### config.mk
export PLATFORM = sky130hd
export DESIGN_NAME = fifo_drain_reader
export DESIGN_NICKNAME = d
export VERILOG_FILES = /design/src/rtl/fifo_drain_pkg.sv /design/src/rtl/fifo_drain_skid.sv /design/src/rtl/fifo_drain_reader.sv
export SDC_FILE = /design/constraint.sdc
export NUM_CORES = 1
export LEC_CHECK = 0
export BUFFER_PORTS_ARGS = -buffer_cell sky130_fd_sc_hd__clkbuf_2
export CAP_MARGIN = 20
export CORE_MARGIN = 10
export CORE_UTILIZATION = 44
export CTS_CLUSTER_DIAMETER = 60
export DETAILED_ROUTE_END_ITERATION = 10
export GPL_TIMING_DRIVEN = 0
export PLACE_DENSITY = 0.86
export RECOVER_POWER = 25
export SLEW_MARGIN = 10
export SYNTH_ARGS = -nofsm -noshare
export SYNTH_HDL_FRONTEND = slang
export SYNTH_SLANG_ARGS = --single-unit
export TNS_END_PERCENT = 50
### constraint.sdc
create_clock -name rd_clk -period 2.5 [get_ports rd_clk]
set_input_delay 0.375 -clock rd_clk [delete_from_list [all_inputs] [get_ports rd_clk]]
set_output_delay 0.375 -clock rd_clk [all_outputs]
set_load 0.01 [all_outputs]
### src/rtl/fifo_drain_pkg.sv
// Shared types and constants for the FIFO drain reader.
// Stats counter is compiled in only when FIFO_DRAIN_STATS_EN is defined.
package fifo_drain_pkg;

    typedef enum logic [1:0] {
        StIdle  = 2'd0,
        StRun   = 2'd1,
        StDrain = 2'd2
    } state_e;

    localparam int unsigned SKID_DEPTH      = 2;
    localparam int unsigned FIFO_RD_LATENCY = 1;
    localparam int unsigned OCC_W           = $clog2(SKID_DEPTH + 1);

endpackage

### src/rtl/fifo_drain_skid.sv
// Two-entry in-order skid buffer that absorbs words returned by the FIFO read latency.
// Head entry is always the oldest word; occ counts valid entries 0..2.
module fifo_drain_skid
    import fifo_drain_pkg::*;
#(
    parameter int unsigned DATA_W = 8
) (
    input  logic              clk,
    input  logic              reset,
    input  logic              push,
    input  logic [DATA_W-1:0] push_data,
    input  logic              pop,
    output logic [OCC_W-1:0]  occ,
    output logic [DATA_W-1:0] head
);

    logic [OCC_W-1:0]  occ_q, occ_d;
    logic [DATA_W-1:0] head_q, head_d;
    logic [DATA_W-1:0] tail_q, tail_d;

    always_comb begin
        occ_d  = occ_q;
        head_d = head_q;
        tail_d = tail_q;
        case ({push, pop})
            2'b10: begin
                if (occ_q == '0) begin
                    head_d = push_data;
                end else begin
                    tail_d = push_data;
                end
                occ_d = occ_q + OCC_W'(1);
            end
            2'b01: begin
                head_d = tail_q;
                occ_d  = occ_q - OCC_W'(1);
            end
            2'b11: begin
                // Occupancy unchanged: the new word lands behind whatever survives the pop.
                if (occ_q == OCC_W'(1)) begin
                    head_d = push_data;
                end else begin
                    head_d = tail_q;
                    tail_d = push_data;
                end
            end
            default: ;
        endcase
    end

    always_ff @(posedge clk) begin
        if (reset) begin
            occ_q  <= '0;
            head_q <= '0;
            tail_q <= '0;
        end else begin
            occ_q  <= occ_d;
            head_q <= head_d;
            tail_q <= tail_d;
        end
    end

    assign occ  = occ_q;
    assign head = head_q;

    a_no_overflow : assert property (@(posedge clk) disable iff (reset)
        !(push && !pop && (occ_q == OCC_W'(SKID_DEPTH))));

    a_no_underflow : assert property (@(posedge clk) disable iff (reset)
        !(pop && (occ_q == '0)));

endmodule

### src/rtl/fifo_drain_reader.sv
// Read-side master for the team FIFO: issues pops, absorbs read latency in a skid buffer
// and presents words on a valid/ready stream. Define FIFO_DRAIN_STATS_EN to enable rd_count.
module fifo_drain_reader
    import fifo_drain_pkg::*;
#(
    parameter int unsigned DATA_W = 8,
    parameter int unsigned CNT_W  = 16
) (
    input  logic              rd_clk,
    input  logic              reset,
    input  logic              rd_enable,
    input  logic              fifo_empty,
    output logic              fifo_rd_en,
    input  logic [DATA_W-1:0] fifo_data,
    output logic              m_valid,
    input  logic              m_ready,
    output logic [DATA_W-1:0] m_data,
    output logic              busy,
    output logic [CNT_W-1:0]  rd_count
);

    state_e           state_q, state_d;
    logic             busy_q;
    logic             inflight_q;
    logic [OCC_W-1:0] occ;
    logic             pop;
    logic [OCC_W:0]   pending;

    assign m_valid = (occ != '0);
    assign pop     = m_valid && m_ready;

    // Words committed to the skid by the end of this cycle, i.e. next-cycle occupancy.
    assign pending = {1'b0, occ} + (OCC_W + 1)'(inflight_q) - (OCC_W + 1)'(pop);

    assign fifo_rd_en = !reset && rd_enable && !fifo_empty && (state_q == StRun)
                        && (pending < (OCC_W + 1)'(SKID_DEPTH));

    fifo_drain_skid #(
        .DATA_W (DATA_W)
    ) u_skid (
        .clk       (rd_clk),
        .reset     (reset),
        .push      (inflight_q),
        .push_data (fifo_data),
        .pop       (pop),
        .occ       (occ),
        .head      (m_data)
    );

    always_comb begin
        state_d = state_q;
        unique case (state_q)
            StIdle: begin
                if (rd_enable) state_d = StRun;
            end
            StRun: begin
                if (!rd_enable) begin
                    state_d = ((occ != '0) || inflight_q) ? StDrain : StIdle;
                end
            end
            StDrain: begin
                // Leave as soon as the last word is handed over so busy drops right after it.
                if (rd_enable) begin
                    state_d = StRun;
                end else if (pending == '0) begin
                    state_d = StIdle;
                end
            end
            default: state_d = StIdle;
        endcase
    end

    always_ff @(posedge rd_clk) begin
        if (reset) begin
            state_q    <= StIdle;
            busy_q     <= 1'b0;
            inflight_q <= 1'b0;
        end else begin
            state_q    <= state_d;
            busy_q     <= (state_d != StIdle);
            inflight_q <= fifo_rd_en;
        end
    end

    assign busy = busy_q;

`ifdef FIFO_DRAIN_STATS_EN
    logic [CNT_W-1:0] count_q;

    always_ff @(posedge rd_clk) begin
        if (reset) begin
            count_q <= '0;
        end else if (pop) begin
            count_q <= count_q + CNT_W'(1);
        end
    end

    assign rd_count = count_q;
`else
    assign rd_count = '0;
`endif

    a_no_pop_when_empty : assert property (@(posedge rd_clk) disable iff (reset)
        !(fifo_rd_en && fifo_empty));

    a_hold_when_stalled : assert property (@(posedge rd_clk) disable iff (reset)
        (m_valid && !m_ready) |=> (m_valid && $stable(m_data)));

endmodule

* After elaboration in Yosys (flattened, before gate mapping)
Cells that the tools add are included.
** Word-level totals
- Bits in registers :: 22
- Output and inout bits :: 27
- RAM bits :: 0
- Bits in latches :: 0
- Memories kept :: 0
- Memory bits (read-only) :: 0
- Word-level logic and storage cells :: 51
** Cells by class
- Magnitude comparators :: 1
- Muxes and demuxes :: 13
- Equality and inequality tests :: 9
- Multiply operators :: 0
- Reduce and logical (&&, ||, !) cells :: 18
- Bitwise gates (word level) :: 0
- Add/subtract/negate cells :: 4
- Shift operators :: 0
- Divide/modulo/power cells :: 0
** Operators by type and width (count)
- 2-to-1 mux 8 bit :: 4
- one-hot mux 8 bit (3 select lines) :: 1
- one-hot mux 8 bit (2 select lines) :: 1
- 2-to-1 mux 2 bit :: 5
- nonzero test 2 bit :: 4
- equality test 2 x 1 -> 1 bit, second input constant :: 3
- equality test 2 bit, second input constant :: 3
- one-hot mux 2 bit (3 select lines) :: 1
- logical AND 1 bit :: 5
- zero test 2 bit :: 2
- != test 2 bit, second input constant :: 2
- one-hot mux 2 bit (2 select lines) :: 1
- adder 2 x 1 -> 3 bit :: 1
- zero test 3 bit :: 1
- < comparator 3 x 2 -> 1 bit, second input constant :: 1
- AND reduction 3 bit :: 1
- nonzero test 3 bit :: 1
- subtractor 3 x 1 -> 3 bit :: 1
- adder 2 x 1 -> 2 bit, second input constant :: 1
- zero test 1 bit :: 2
- != test 2 x 1 -> 1 bit, second input constant :: 1
- AND reduction 2 bit :: 1
- subtractor 2 x 1 -> 2 bit, second input constant :: 1
- logical OR 1 bit :: 1

* Depth between registers and ports, before layout
- Depth in word-level cells :: 8
- Depth in mapped cells :: 10
- Mapped depth without buffers :: 10

* Cells and area by module
A second synthesis with hierarchy kept.
** Second synthesis, totals
- Cells, all modules :: 150
- Area total of the unflattened synthesis :: 1315.0 um^2
** Modules (own cells, without submodules)
- fifo_drain_skid :: seq. area each 360.3 um^2, cells each 107, area an instance 960.9 um^2, times used 1
- fifo_drain_reader :: seq. area each 80.1 um^2, cells each 43, area an instance 354.1 um^2, times used 1

* Least setup slack after synthesis
OpenSTA, ideal clock, no wires.
- Path kind :: reg2out
- From :: register u_skid.occ_q[1], in the netlist u_skid.occ[1]
- To :: output fifo_rd_en
- Path buffers :: 0
- Cell stages (with the launch flop) :: 9
- Arrival :: 2315 ps
- Slack :: -190 ps
- Path through :: dfxtp_1 inv_1 ha_1 and2b_1 xnor2_1 ha_1 fa_1 nand2b_1 nor4_1
** On the way
- Cells in the longest elaborated chain, start to end :: 5
- Elaborated cells between the ends (all ways) :: 6
** RTL lines
- start: declaration :: RTL line fifo_drain_skid.sv:17 : logic [OCC_W-1:0] occ_q, occ_d;
- start signal: assignment :: RTL line fifo_drain_skid.sv:53 : occ_q <= '0;
- start signal: assignment :: RTL line fifo_drain_skid.sv:57 : occ_q <= occ_d;
- branches (longest 2 deep; another with adder 2 x 1 -> 3 bit)
- subtractor 3 x 1 -> 3 bit (*) :: RTL line fifo_drain_reader.sv:33 : assign pending = {1'b0, occ} + (OCC_W + 1)'(inflight_q) - (OCC_W + 1)'(pop);
- < comparator 3 x 2 -> 1 bit (*) :: RTL line fifo_drain_reader.sv:36 : && (pending < (OCC_W + 1)'(SKID_DEPTH));
- logical AND 1 bit (*) :: RTL line fifo_drain_reader.sv:36
- end: declaration :: RTL line fifo_drain_reader.sv:13 : output logic fifo_rd_en,
Every way passes the cells marked *.

* Worst setup path after layout
Same ends and word-level chain as after synthesis.

==> results.json <==
{
  "finalSetupTns_ps": -251.2,
  "slew_viol_final": 0,
  "seq_power_share": 0.315,
  "worstSetupStartpointType": "register",
  "firstDrtPassIters": 4,
  "fmax_ghz": 0.3635,
  "clock_skew_ps": 1.476,
  "initial_utilization": 0.4602,
  "first_global_vias": 1108,
  "grt_usage": 0.1198,
  "synth_top_family_by_area": "simple AND/OR/NAND/NOR gates",
  "drt-initial-drc-count": 48,
  "cts_tree": "yes",
  "syn_avg_cell_area_sq_um": 8.625,
  "synth-adder-area-share": 0.05094,
  "clock_sinks": 22,
  "hold_class": "primary input to register",
  "antenna_cells": 0,
  "gp_congestion": 0.9057,
  "worst_pin_slew_ps": 630.0,
  "hpwl_mm": 2.137,
  "p_leak_nw": 0.6629,
  "criticalPathCategory": "register to output pin",
  "synth_warnings": 0,
  "hold_slack_ps": 254.0,
  "cts_buffers": 3,
  "cts-root-buf": "clkbuf_4",
  "grt_setup_unrepaired": "true",
  "relSlewSlack": 0.5800,
  "cap_viol_max_count": 0,
  "fillers": 189,
  "powerDensity_mw_per_mm2": 926.2,
  "nets": 199,
  "switching_power_mw": 0.5231,
  "synth.area.mux_share": 0.07087,
  "grt_pass1_wl_mm": 5.037,
  "comb_power_share": 0.491,
  "outcome": "finished with violations",
  "ant_nets": 0,
  "setup_viol": 1,
  "die_h_microns": 70.68,
  "seq_area_frac_synth": 0.3898,
  "coreArea_sq_mm": 0.002455,
  "antenna_found_initial": 0,
  "clk_pin_slew_ps": 120,
  "syn_area_sq_mm": 0.001130,
  "drc": 0,
  "clk_latency_ps": 320,
  "fin_crit_sh": 1.100,
  "cts_hold_buf": 0,
  "totalWireLength_mm": 3.038,
  "io_buffers": 23,
  "endpoint_kind": "output pin",
  "ios": 40,
  "final.setup.worst_slack_ps": -251.2,
  "die_x_microns": 70.68,
  "synth_xor_area_frac": 0.01550,
  "clkPwrFrac": 0.193,
  "required_ps": 2120,
  "ys_types": 28,
  "p_int_mw": 0.8953,
  "cts_max_level": 1,
  "cp_max_fo": 2,
  "drive_above_1_share": 0.3481,
  "final_common_cell": "buf_4",
  "syn_inst": 131,
  "layout_common_cells": "buf_4 (24), nand2_1 (23), dfxtp_1 (20)",
  "finalCoreUtilization": 0.6239,
  "final_hold_viol_count": 0,
  "period_needed_ps": 2751,
  "via_per_inst": 5.024,
  "grt_start_max_net_pins": 14,
  "vias": 1060,
  "dpl_worst_slack_ps": -248.8,
  "synth-simple-area-share": 0.2115,
  "overflow": 0,
  "violations": "setup timing",
  "syn_to_final_growth_pct": 35.55,
  "avgRoutedWirePerCell_microns": 14.40,
  "yosys_register_bits": 22,
  "ir_drop_mv": 0.7086,
  "cts_buffer_depth": 2,
  "synth_compound_area_frac": 0.1185,
  "crit_arrival_ps": 2380,
  "p_sw_frac": 0.3688,
  "dieArea_sq_mm": 0.004995,
  "rows": 18
}
flip-flops by register name, summed over array words and instances, names as in the netlist:
register	cells
u_skid.head	8
u_skid.tail_q	8
u_skid.occ	2
inflight_q	1
state_q	2
busy	1
area by class of cell:
| type | count | area [sq um] | area share |
|---|---|---|---|
| Tap cell | 30 | 37.54 | 0.02451 |
| Clock inverter | 1 | 30.03 | 0.01961 |
| Inverter | 5 | 21.27 | 0.01389 |
| Buffer | 19 | 138.9 | 0.09069 |
| Sequential cell | 22 | 445.4 | 0.2908 |
| Multi-Input combinational cell | 100 | 669.4 | 0.4371 |
| Timing Repair Buffer | 31 | 166.4 | 0.1087 |
| Clock buffer | 3 | 22.52 | 0.01471 |
per-stage QoR:
step / instances / total power, mW / cell area (sq um)
after floorplan: 146 / 0.8282 / 1221
after global placement: 199 / 0.9435 / 1374
after detailed placement: 199 / 0.9671 / 1374
after CTS: 214 / 1.480 / 1545
after global routing: 211 / 1.517 / 1531
final: 211 / 1.418 / 1531
synth_stat cells:
master	n	share of area
nor2_1	18	0.060
a21oi_1	4	0.018
and2b_1	1	0.0066
inv_1	4	0.013
xor2_1	1	0.0078
or3_1	1	0.0055
nor3_1	2	0.0089
conb_1	1	0.0033
and2_1	1	0.0055
nand2b_4	1	0.012
o21ai_2	1	0.0078
mux2i_1	8	0.071
nand3_1	2	0.0089
a311oi_1	8	0.062
o32ai_1	1	0.0078
ha_1	3	0.033
nand2b_1	3	0.017
nor4_1	2	0.011
fa_1	1	0.018
buf_4	16	0.11
clkbuf_1	2	0.0066
dfxtp_1	22	0.39
xnor2_1	1	0.0078
inv_2	1	0.0033
nand2_1	23	0.076
a31oi_1	1	0.0055
buf_6	1	0.010
a211oi_4	1	0.018
what timing repair did:
item                                    4_1_cts  5_1_grt
endpoints found under the setup margin        2        4
buffers inserted                             11        2
pin swaps                                     3        2
resized for setup                            12        3
power groups by stage:
stage          sequential (mW)  clock [mW]  combinational [mW]
2_1_floorplan            0.466           0               0.362
6_report                 0.447       0.274               0.697
3_5_place_dp             0.451           0               0.516
3_3_place_gp             0.446           0               0.498
4_1_cts                  0.448       0.276               0.756
5_1_grt                  0.456       0.292               0.769
worst paths after layout:
check	start	to	slack [ps]	depth (start not counted)
min reg2reg	u_skid.tail_q[1]	u_skid.head[1]	500	2
max	u_skid.occ[1]	fifo_rd_en	-250	9
min	rd_enable	state_q[1]	250	2
max reg2reg	u_skid.occ[1]	busy	180	10
layer usage:
metal | share of wire | track usage | vias to the layer above | routed length (microns)
li1 | - | - | 508 | -
met4 | 0.026 | 0.06452 | 0 | 80
met1 | 0.41 | 0.1209 | 496 | 1246
met3 | 0.045 | 0.01953 | 7 | 138
met5 | 0 | 0 | - | 0
met2 | 0.52 | 0.2275 | 49 | 1572
worst max-delay path, stage by stage (launching register included):
cell and delay, ps:
dfxtp_4 370, inv_4 60, ha_4 120, and2b_2 240
xnor2_2 160, ha_2 210, fa_2 420, nand2b_4 160
nor4_4 130, buf_2 180
cells by family (layout without fill, tap and decap cells):
group | Yosys count | in the layout
DFF | 22 | 22
other | 1 | 16
xor gates and xnor gates | 2 | 2
AOI/OAI and AO/OA | 16 | 16
muxes | 8 | 8
adders and majority gates | 4 | 4
buffers and inverters | 24 | 59
and+or+nand+nor | 54 | 54
(Power assumes the default switching activity.)
